$ cat config.mk
export PLATFORM = sky130hd
export DESIGN_NAME = aes_block_uart_tx_flat
export DESIGN_NICKNAME = d
export VERILOG_FILES = /design/src/rtl/aes_block_uart_tx_pkg.sv /design/src/rtl/aes_block_uart_tx_if.sv /design/src/rtl/aes_block_uart_tx_baud.sv /design/src/rtl/aes_block_uart_tx.sv /design/src/flat_wrapper.sv
export SDC_FILE = /design/constraint.sdc
export NUM_CORES = 1
export LEC_CHECK = 0
export CORE_MARGIN = 5
export CORE_UTILIZATION = 50
export CTS_BUF_LIST = sky130_fd_sc_hd__clkbuf_4
export DETAILED_ROUTE_END_ITERATION = 12
export PLACE_DENSITY = 0.77
export SLEW_MARGIN = 20
export SYNTH_ARGS = -nofsm -noshare
export SYNTH_HDL_FRONTEND = slang
export SYNTH_HIERARCHICAL = 1
export SYNTH_SLANG_ARGS = --single-unit
$ cat constraint.sdc
create_clock -name clk -period 6.65 [get_ports clk]
set_input_delay 1.6625 -clock clk [delete_from_list [all_inputs] [get_ports clk]]
set_output_delay 1.6625 -clock clk [all_outputs]
set_load 0.05 [all_outputs]
$ cat src/rtl/aes_block_uart_tx_pkg.sv
// ---------------------------------------------------------------------------
// aes_uart_pkg
// Shared types and sizes for the AES ciphertext UART transmitter.
//   uart_state_t    : transmitter FSM states (PARITY is used only when
//                     AES_UART_TX_PARITY_EN is defined)
//   AES_BLOCK_W     : ciphertext block width in bits
//   UART_BYTE_W     : data bits per UART character
//   AES_BLOCK_BYTES : characters sent per block
// ---------------------------------------------------------------------------
package aes_uart_pkg;

   localparam int AES_BLOCK_W     = 128;
   localparam int UART_BYTE_W     = 8;
   localparam int AES_BLOCK_BYTES = 16;

   typedef enum logic [2:0] {
      IDLE,
      START,
      DATA,
      PARITY,
      STOP
   } uart_state_t;

   // Even parity of one character: the XOR of its data bits.
   function automatic logic evenParity(input logic [UART_BYTE_W-1:0] b);
      return ^b;
   endfunction

endpackage

$ cat src/rtl/aes_block_uart_tx_if.sv
// ---------------------------------------------------------------------------
// aes_block_uart_tx_if
// Bundles the block hand-off from the encryption core and the UART side.
//   encoded_data  : 128-bit ciphertext block
//   encoded_state : block-valid level; only its rising edge matters
//   tx            : UART serial line, idle high
//   busy          : a frame is in progress
//   done          : one-cycle pulse when the last stop bit ends
// Modports: master = encryption core / bench, slave = transmitter.
// ---------------------------------------------------------------------------
interface aes_block_uart_tx_if;
   import aes_uart_pkg::*;

   logic [AES_BLOCK_W-1:0] encoded_data;
   logic                   encoded_state;
   logic                   tx;
   logic                   busy;
   logic                   done;

   modport master (
      output encoded_data,
      output encoded_state,
      input  tx,
      input  busy,
      input  done
   );

   modport slave (
      input  encoded_data,
      input  encoded_state,
      output tx,
      output busy,
      output done
   );

endinterface

$ cat src/rtl/aes_block_uart_tx_baud.sv
// ---------------------------------------------------------------------------
// uart_baud_tick
// Bit-time counter. Counts 0..clock_per_bit-1 and wraps; o_tick is high in
// the terminal-count cycle, which is the last cycle of the current bit.
//   clk, rst      : clock, asynchronous active-high reset
//   i_clear       : synchronous restart of the count at 0
//   o_tick        : one-cycle bit-boundary pulse
// Parameter clock_per_bit must be >= 2.
// ---------------------------------------------------------------------------
module uart_baud_tick #(
   parameter int clock_per_bit = 10417
) (
   input  logic clk,
   input  logic rst,
   input  logic i_clear,
   output logic o_tick
);

   localparam int CNT_W = $clog2(clock_per_bit);
   localparam logic [CNT_W-1:0] TERMINAL = CNT_W'(clock_per_bit - 1);

   logic [CNT_W-1:0] r_count;

   // The count restarts whenever the FSM enters a new state, and wraps at
   // the terminal count so consecutive bits of a state need no restart.
   always_ff @(posedge clk or posedge rst) begin
      if (rst) begin
         r_count <= '0;
      end else if (i_clear || o_tick) begin
         r_count <= '0;
      end else begin
         r_count <= r_count + CNT_W'(1);
      end
   end

   assign o_tick = (r_count == TERMINAL);

endmodule

$ cat src/rtl/aes_block_uart_tx.sv
// ---------------------------------------------------------------------------
// aes_block_uart_tx
// Captures a 128-bit ciphertext block on the rising edge of encoded_state
// and sends it as 16 UART characters, most significant byte first, each
// LSB first with no gap between characters.
//   clk, rst : clock, asynchronous active-high reset (tx returns high at once)
//   bus      : aes_block_uart_tx_if.slave (encoded_data, encoded_state in;
//              tx, busy, done out)
// Parameter clock_per_bit : clock cycles per UART bit, >= 2.
// Macro AES_UART_TX_PARITY_EN : adds an even-parity bit after the data bits.
// ---------------------------------------------------------------------------
module aes_block_uart_tx
   import aes_uart_pkg::*;
#(
   parameter int clock_per_bit = 10417
) (
   input  logic                clk,
   input  logic                rst,
   aes_block_uart_tx_if.slave  bus
);

   uart_state_t r_state;
   uart_state_t w_nextState;

   logic [AES_BLOCK_W-1:0] r_shift;
   logic [2:0]             r_bitCnt;
   logic [3:0]             r_byteCnt;
   logic                   r_stateQ;
   logic                   r_done;

   logic                   w_edge;
   logic                   w_tick;
   logic                   w_clear;
   logic                   w_load;
   logic                   w_shiftByte;
   logic                   w_doneNext;
   logic                   w_tx;
   logic [UART_BYTE_W-1:0] w_curByte;

   // The character being sent always sits in the top byte of the shift
   // register; the register moves left one byte after each stop bit.
   assign w_edge    = bus.encoded_state & ~r_stateQ;
   assign w_curByte = r_shift[AES_BLOCK_W-1 -: UART_BYTE_W];

   // Hold the bit timer at zero while idle and restart it on every state
   // change so the first bit of each state gets a full bit time.
   assign w_clear = (r_state == IDLE) || (w_nextState != r_state);

   uart_baud_tick #(
      .clock_per_bit (clock_per_bit)
   ) baudTick (
      .clk     (clk),
      .rst     (rst),
      .i_clear (w_clear),
      .o_tick  (w_tick)
   );

   // Next-state and line decode. tx is decoded straight from the state so
   // an asynchronous reset forces the line high without waiting for a clock.
   always_comb begin
      w_nextState = r_state;
      w_load      = 1'b0;
      w_shiftByte = 1'b0;
      w_doneNext  = 1'b0;
      w_tx        = 1'b1;
      case (r_state)
         IDLE: begin
            if (w_edge) begin
               w_nextState = START;
               w_load      = 1'b1;
            end
         end
         START: begin
            w_tx = 1'b0;
            if (w_tick) begin
               w_nextState = DATA;
            end
         end
         DATA: begin
            w_tx = w_curByte[r_bitCnt];
            if (w_tick && (r_bitCnt == 3'd7)) begin
`ifdef AES_UART_TX_PARITY_EN
               w_nextState = PARITY;
`else
               w_nextState = STOP;
`endif
            end
         end
`ifdef AES_UART_TX_PARITY_EN
         PARITY: begin
            w_tx = evenParity(w_curByte);
            if (w_tick) begin
               w_nextState = STOP;
            end
         end
`endif
         STOP: begin
            if (w_tick) begin
               if (r_byteCnt != 4'(AES_BLOCK_BYTES - 1)) begin
                  w_nextState = START;
                  w_shiftByte = 1'b1;
               end else begin
                  w_nextState = IDLE;
                  w_doneNext  = 1'b1;
               end
            end
         end
         default: begin
            w_nextState = IDLE;
         end
      endcase
   end

   // State register plus the edge detector. r_stateQ resets high so a valid
   // level already present when reset is released is not taken as an edge.
   always_ff @(posedge clk or posedge rst) begin
      if (rst) begin
         r_state  <= IDLE;
         r_stateQ <= 1'b1;
         r_done   <= 1'b0;
      end else begin
         r_state  <= w_nextState;
         r_stateQ <= bus.encoded_state;
         r_done   <= w_doneNext;
      end
   end

   // Block shift register and the bit/byte position counters.
   always_ff @(posedge clk or posedge rst) begin
      if (rst) begin
         r_shift   <= '0;
         r_byteCnt <= '0;
         r_bitCnt  <= '0;
      end else begin
         if (w_load) begin
            r_shift   <= bus.encoded_data;
            r_byteCnt <= '0;
         end else if (w_shiftByte) begin
            r_shift   <= r_shift << UART_BYTE_W;
            r_byteCnt <= r_byteCnt + 4'd1;
         end
         if (r_state != DATA) begin
            r_bitCnt <= '0;
         end else if (w_tick) begin
            r_bitCnt <= r_bitCnt + 3'd1;
         end
      end
   end

   assign bus.tx   = w_tx;
   assign bus.busy = (r_state != IDLE);
   assign bus.done = r_done;

endmodule

$ cat src/flat_wrapper.sv
// flat-port wrapper written by rule: the top's interface ports become plain ports
module aes_block_uart_tx_flat import aes_uart_pkg::*;
#(
   parameter int clock_per_bit = 10417
)
  (clk, rst, bus_encoded_data, bus_encoded_state, bus_tx, bus_busy, bus_done);
  aes_block_uart_tx_if bus_i ();
  input  logic clk;
  input  logic rst;
  input wire logic [$bits(bus_i.encoded_data)-1:0] bus_encoded_data;
  input wire logic [$bits(bus_i.encoded_state)-1:0] bus_encoded_state;
  output wire logic [$bits(bus_i.tx)-1:0] bus_tx;
  output wire logic [$bits(bus_i.busy)-1:0] bus_busy;
  output wire logic [$bits(bus_i.done)-1:0] bus_done;
  assign bus_i.encoded_data = bus_encoded_data;
  assign bus_i.encoded_state = bus_encoded_state;
  assign bus_tx = bus_i.tx;
  assign bus_busy = bus_i.busy;
  assign bus_done = bus_i.done;
  aes_block_uart_tx #(.clock_per_bit(clock_per_bit)) u_core (.clk(clk), .rst(rst), .bus(bus_i));
endmodule
# Word-level counts from Yosys, hierarchy flattened
# Index checks and enable logic that the tools add are counted.
# Widths: inputs -> output; s select.
[word_totals]
register_bits = 154
latch_bits = 0
ram_bits = 0
mem_bits_ro = 0
inputBits = 131
out_inout_bits = 3
elab_cells = 52
mem_count = 0
[classes]
n_addsub = 3
mul = 0
div = 0
n_lt_le_gt_ge = 1
eq_ne = 8
shift = 0
mux = 24
bitwise_logic = 2
reduce_logical = 7
[ops]
columns = ["operator", "count"]
rows = [
  ["$mux 128", 2],
  ["$mux 3", 6],
  ["$add 14x1->14 const B", 1],
  ["$eq 14x14->1 const B", 1],
  ["$mux 14", 1],
  ["$pmux 3 s4", 1],
  ["$mux 1", 10],
  ["$mux 4", 2],
  ["$eq 3x3->1 const B", 2],
  ["$add 4x1->4 const B", 1],
  ["$lt 3x4->1 const B", 1],
  ["$ne 4x4->1 const B", 1],
  ["$reduce_bool 2->1", 2],
  ["$add 3x1->3 const B", 1],
  ["$bmux 1 s3", 1],
  ["$eq 3x1->1 const B", 1],
  ["$eq 3x2->1 const B", 1],
  ["$logic_not 3->1", 1],
  ["$ne 3x2->1 const B", 1],
  ["$ne 3x3->1", 1],
  ["$reduce_bool 3->1", 1],
  ["$logic_or 1x1->1", 2],
  ["$pmux 1 s2", 1],
  ["$and 1x1->1", 1],
  ["other kinds (2)", 2],
]

# Depth between registers and ports, before layout
[depth]
word_depth = 8
depth_mapped = 11
mapped_depth_nobuf = 8

# Hierarchy
# The synthesis kept the hierarchy.
[by_module_without_submodules]
columns = ["mod", "n_inst", "cells_each", "area_per_inst_um2"]
rows = [
  ["aes_block_uart_tx", 1, 498, 6231.0],
  ["uart_baud_tick", 1, 75, 718.2],
]

# Least setup slack after synthesis
# No wires, ideal clock.
[synth_path]
path_type = "reg2out"
startpoint = "reg u_core.r_bitCnt[0]"
endpoint = "out bus_tx"
t_arrival_ns = 1.948
slack_ns = 3.040
stages_incl_launch_ff = 5
n_path_buf = 1
path_cell_list = "dfrtp_1 -> clkbuf_1 -> mux2i_1 -> mux4_2 -> a21oi_1"
[synth_between]
elab_chain_len = 3
[synth_rtl]
columns = ["element", "line_no", "source"]
rows = [
  ["from (decl)", "aes_block_uart_tx.sv:26", "logic [2:0] r_bitCnt;"],
  ["from (signal assigned)", "aes_block_uart_tx.sv:145", "r_bitCnt <= r_bitCnt + 3'd1;"],
  ["$bmux 1 s3", "aes_block_uart_tx.sv:80", "w_tx = w_curByte[r_bitCnt];"],
  ["$mux 1 (implied by the code)", "aes_block_uart_tx.sv:80", ""],
  ["$pmux 1 s2", "aes_block_uart_tx.sv:66", "case (r_state)"],
  ["to (decl)", "flat_wrapper.sv:12", "output wire logic [$bits(bus_i.tx)-1:0] bus_tx;"],
]
# No other way between the ends. The select of a mux whose other input is x is not followed.

# Worst setup path in the final report
# Same ends and word-level chain as after synthesis.

==> results.md <==
- The share of final-layout standard cells stronger than drive strength 1 is 0.0658.
- The clock drives 154 sinks.
- The clock period could shrink to approximately 4300 ps.
- CTS placed an instance of sky130_fd_sc_hd__clkbuf_4 at the clock tree root.
- The all-layer global routing usage is 0.212.
- The first global-routing pass estimated between 20000 and 30000 um of wire.
- The global placement routability congestion is 0.824.
- The most frequently used flop master after synthesis is sky130_fd_sc_hd__dfrtp_1.
- The detail route stage leaves a number of antenna-violating nets equal to 0.
- The required time of the critical path is 4990 ps.
- The area of the mapped netlist is 0.00695 mm2.
- The cell type with the largest total area after synthesis is sky130_fd_sc_hd__dfrtp_1.
- Synthesis inferred 154 register bits.
- Excluding fillers, the count of instances in the completed layout stands at 864.
- The pin count of the biggest net entering global routing is 123.
- The initial utilization of the core area, before any placement, comes to 0.505.
- The first detailed-routing pass ran for 7 iterations.
- The fraction of synthesis flops using an asynchronous set or reset pin is 1.00.
- The area overhead of the layout relative to synthesis is 23.0%.
- The instance count after placement with tap cells included is 830.
- The simple-gate area share of the yosys netlist is 0.157.
- At the pin with the least slew margin, the transition time is 1010 ps.
- The region available for standard cell placement spans 0.0138 mm2.
- Summing all placed instances gives a cell area of a little over 0.008 mm2.
- After detailed routing, the number of vias per cell comes to roughly 6.3.
- The netlist uses 39 different library cells.
- The top achievable clock speed is 0.233 GHz.
- The routed length per instance is 20.2 um.
- The number of antenna violations at the first check in global routing is 0.
- The leakage power summed over all cells is between 0.004 and 0.005 uW.
- The height of the die is 128 um.
- The final layout contains routed wiring with a total length of 17500 um.
- In this run the horizontal extent of the chip is 128 um.
- Sorting the synthesized cells by area gives the leading types as sky130_fd_sc_hd__dfrtp_1, sky130_fd_sc_hd__a221o_1, sky130_fd_sc_hd__and3_1.
- The worst voltage drop across the vdd grid is 108 uV.
- Clock-pin slew was measured on the worst setup and hold paths at 120 ps.
- The final number of hold-violating endpoints is 0.
- The path class of the tightest hold or removal check is register to register.
- The first routing iteration left 624 violations.
- The depth of the CTS H-tree is 4.
- In this design, the stage delay of the slowest critical-path cell is 810 ps.
- Data arrives at the worst endpoint at 2630 ps.
- The endpoint type of the worst setup path is an output port.
- Across the run, the number of max-cap violations was 0.
- Global routing finished with a remaining overflow of 0.
- The number of buffers added to fix hold violations after cts is 0.
- The number of port buffers is 133.
- The clock latency on the worst-skew pair is between 500 and 600 ps.
- Setup repair after global routing left no endpoint under its margin.
- Yosys printed 6 warnings.
- The worst setup path is launched from a register.
- Summing all non-filler instances in the final layout gives an area of 0.00855 mm2.
- The signal on the critical path passes through mux2i_1 > mux4_2 > a21oi_1 > clkdlybuf4s50_1.
- The number of global-route vias before repair is 5407.
- The maximum number of buffers from clock root to sink is 2.
- Buffers added to address setup during post-CTS repair amount to 0.
- The commonest cells after synthesis are sky130_fd_sc_hd__dfrtp_1, sky130_fd_sc_hd__and3_1, sky130_fd_sc_hd__a221o_1.
- The count of mapped cells out of synthesis is 573.
- For this run, the share of the core covered by cells in the final layout is 0.620.
- The maximum fanout along the worst path is 6.
- TritonCTS built the clock tree.
- The number of pins exceeding their max-slew limit in the final report was 0.
- Of the total synthesized cell area, the portion taken by XOR and XNOR cells is 0.0176.
- The category of the critical setup timing path is register to output port.
- The area enclosed by the die boundary is 0.0164 mm2.
- The remaining routing DRC violations is 0.
- In this run the worst setup path begins at u_core/r_bitCnt[0]$_DFFE_PP0P_.
- In this run the core area contains 43 standard-cell rows.
- After synthesis, the largest family of logic cells by area is compound AO/OA/AOI/OAI gates.
- Of the synthesized area, sequential elements account for 0.555.
- Counting the buffers created by CTS gives 17.
- In this run the critical register-to-register path is launched from u_core/baudTick/r_count[0]$_DFF_PP0_.
- The cell with the most instances after synthesis is sky130_fd_sc_hd__dfrtp_1.
- The adder-cell share of the synthesized area is 0.00900.
- The filler cell count in the final layout is 1087.
- For the final routed database, the setup TNS stands at 0 ps.
- The tightest slew margin relative to the limit is 0.321.
- Synthesis produced a netlist with a net count of 709.
- The final HPWL from detailed placement is around 11000 um.
- Summing over every cut layer, the via total after detailed routing is around 5.4k.
- Dividing the final minimum period by the clock period gives 0.645.
- The area share of the leading cell type in the synthesized netlist is 0.551.
- The number of synthesized flops with an enable pin is 0.
- The area fraction in compound gates after synthesis was 0.196.
- The run finished with clean final reports.
- On the final layout, the worst clock skew is about 14 ps.
- The power per cell area is 197 mW/mm2.
- 0 antenna diodes ended up in the layout.
- The number of top-level pins is 134.
- Across all hold checks on the routed design, the worst slack comes to around 500 ps.
- The slowest stage of the critical path belongs to the cell sky130_fd_sc_hd__clkdlybuf4s50_1.
- The mean cell area of the mapped netlist is 12.1 um2.
- Gates resized during post-CTS repair numbered 0.
- The post-layout net count is 807.
- The startpoint of the tightest hold check path is u_core/r_shift[1]$_DFFE_PP0P_.
- The final count of negative-setup-slack endpoints is 0.
- After synthesis, the share of cell area in mux cells is 0.0119.
==> logic make-up after synthesis <==
family	Yosys count
adder cells (fa/ha/maj)	5
buffers and inverters	70
XOR/XNOR	14
AND/OR/NAND/NOR	181
AO/OA/AOI/OAI	142
flip-flops	154
multiplexers	7
==> where the power goes <==
| group | leakage [uW] | internal, uW | switching (uW) |
|---|---|---|---|
| Clock | 0.000144 | 227 | 310 |
| Combinational | 0.00204 | 101 | 46.0 |
| Sequential | 0.00198 | 977 | 25.0 |
==> per-layer routing <==
layer | up-vias | part of all wire | track usage
met5 | - | 0 | 0
met2 | 213 | 0.47 | 0.310
li1 | 2444 | - | -
met4 | 0 | 0.0086 | 0.0518
met3 | 11 | 0.075 | 0.0613
met1 | 2735 | 0.45 | 0.313
==> final timing paths <==
kind                            slack (ps)                                    to  cells after the start
min in group asynchronous             1600  u_core/baudTick/r_count[0]$_DFF_PP0_                      2
worst min register to register         510         u_core/r_shift[1]$_DFFE_PP0P_                      1
worst min-delay path                   510         u_core/r_shift[1]$_DFFE_PP0P_                      1
worst max register to register        3540        u_core/r_shift[30]$_DFFE_PP0P_                      8
worst max-delay path                  2360                                bus_tx                      4
max in group asynchronous             3770        u_core/r_shift[75]$_DFFE_PP0P_                      3
==> per-stage QoR <==
step	setup WS (ps)	total power, uW
after floorplan	1240	1060
after global placement	2650	1160
after detailed placement	2640	1170
after CTS	2310	1700
after global routing	2190	1760
final	2360	1690
==> registers in the layout, indices dropped and copies added, names as in the netlist <==
signal	cells
u_core/r_byteCnt	4
u_core/baudTick/r_count	14
u_core/r_shift	128
u_core/bus.done	1
u_core/r_state	3
u_core/r_bitCnt	3
u_core/r_stateQ	1
==> placed cells by master, fill, tap and decap left out, types with 2 or more instances in the layout <==
cell type	netlist	layout
sky130_fd_sc_hd__bufinv_16	0	2
sky130_fd_sc_hd__mux2i_1	6	6
sky130_fd_sc_hd__a21oi_1	6	6
sky130_fd_sc_hd__clkinv_2	0	4
sky130_fd_sc_hd__nor3_1	5	5
sky130_fd_sc_hd__dfrtp_1	153	153
sky130_fd_sc_hd__nor2_1	23	23
sky130_fd_sc_hd__and3_1	121	121
sky130_fd_sc_hd__clkinv_1	0	5
sky130_fd_sc_hd__xnor2_1	13	13
sky130_fd_sc_hd__buf_4	1	5
sky130_fd_sc_hd__ha_1	5	5
sky130_fd_sc_hd__o21ai_0	2	2
sky130_fd_sc_hd__clkdlybuf4s50_1	0	133
sky130_fd_sc_hd__clkbuf_4	0	20
sky130_fd_sc_hd__or3_1	3	3
sky130_fd_sc_hd__nand2_1	5	5
sky130_fd_sc_hd__a221o_1	120	120
sky130_fd_sc_hd__or3b_2	2	2
sky130_fd_sc_hd__nand4bb_1	3	3
sky130_fd_sc_hd__inv_1	9	8
sky130_fd_sc_hd__nand3_1	8	7
sky130_fd_sc_hd__nor4_1	3	3
sky130_fd_sc_hd__a22o_1	8	8
==> cell type report <==
| type | count | area (um2) | share of cell area |
|---|---|---|---|
| Clock inverter | 12 | 106 | 0.0124 |
| Tap cell | 180 | 225 | 0.0264 |
| Multi-Input combinational cell | 349 | 2750 | 0.322 |
| Timing Repair Buffer | 140 | 1420 | 0.166 |
| Clock buffer | 20 | 150 | 0.0176 |
| Inverter | 9 | 38.8 | 0.00454 |
| Sequential cell | 154 | 3850 | 0.451 |
==> worst max-delay path, delay by kind of cell, from the launching register on <==
family,cells,cell delay (ps)
mux,2,640
compound gates,1,150
buf+inv,1,810
flops,1,500
(Power assumes the default switching activity.)
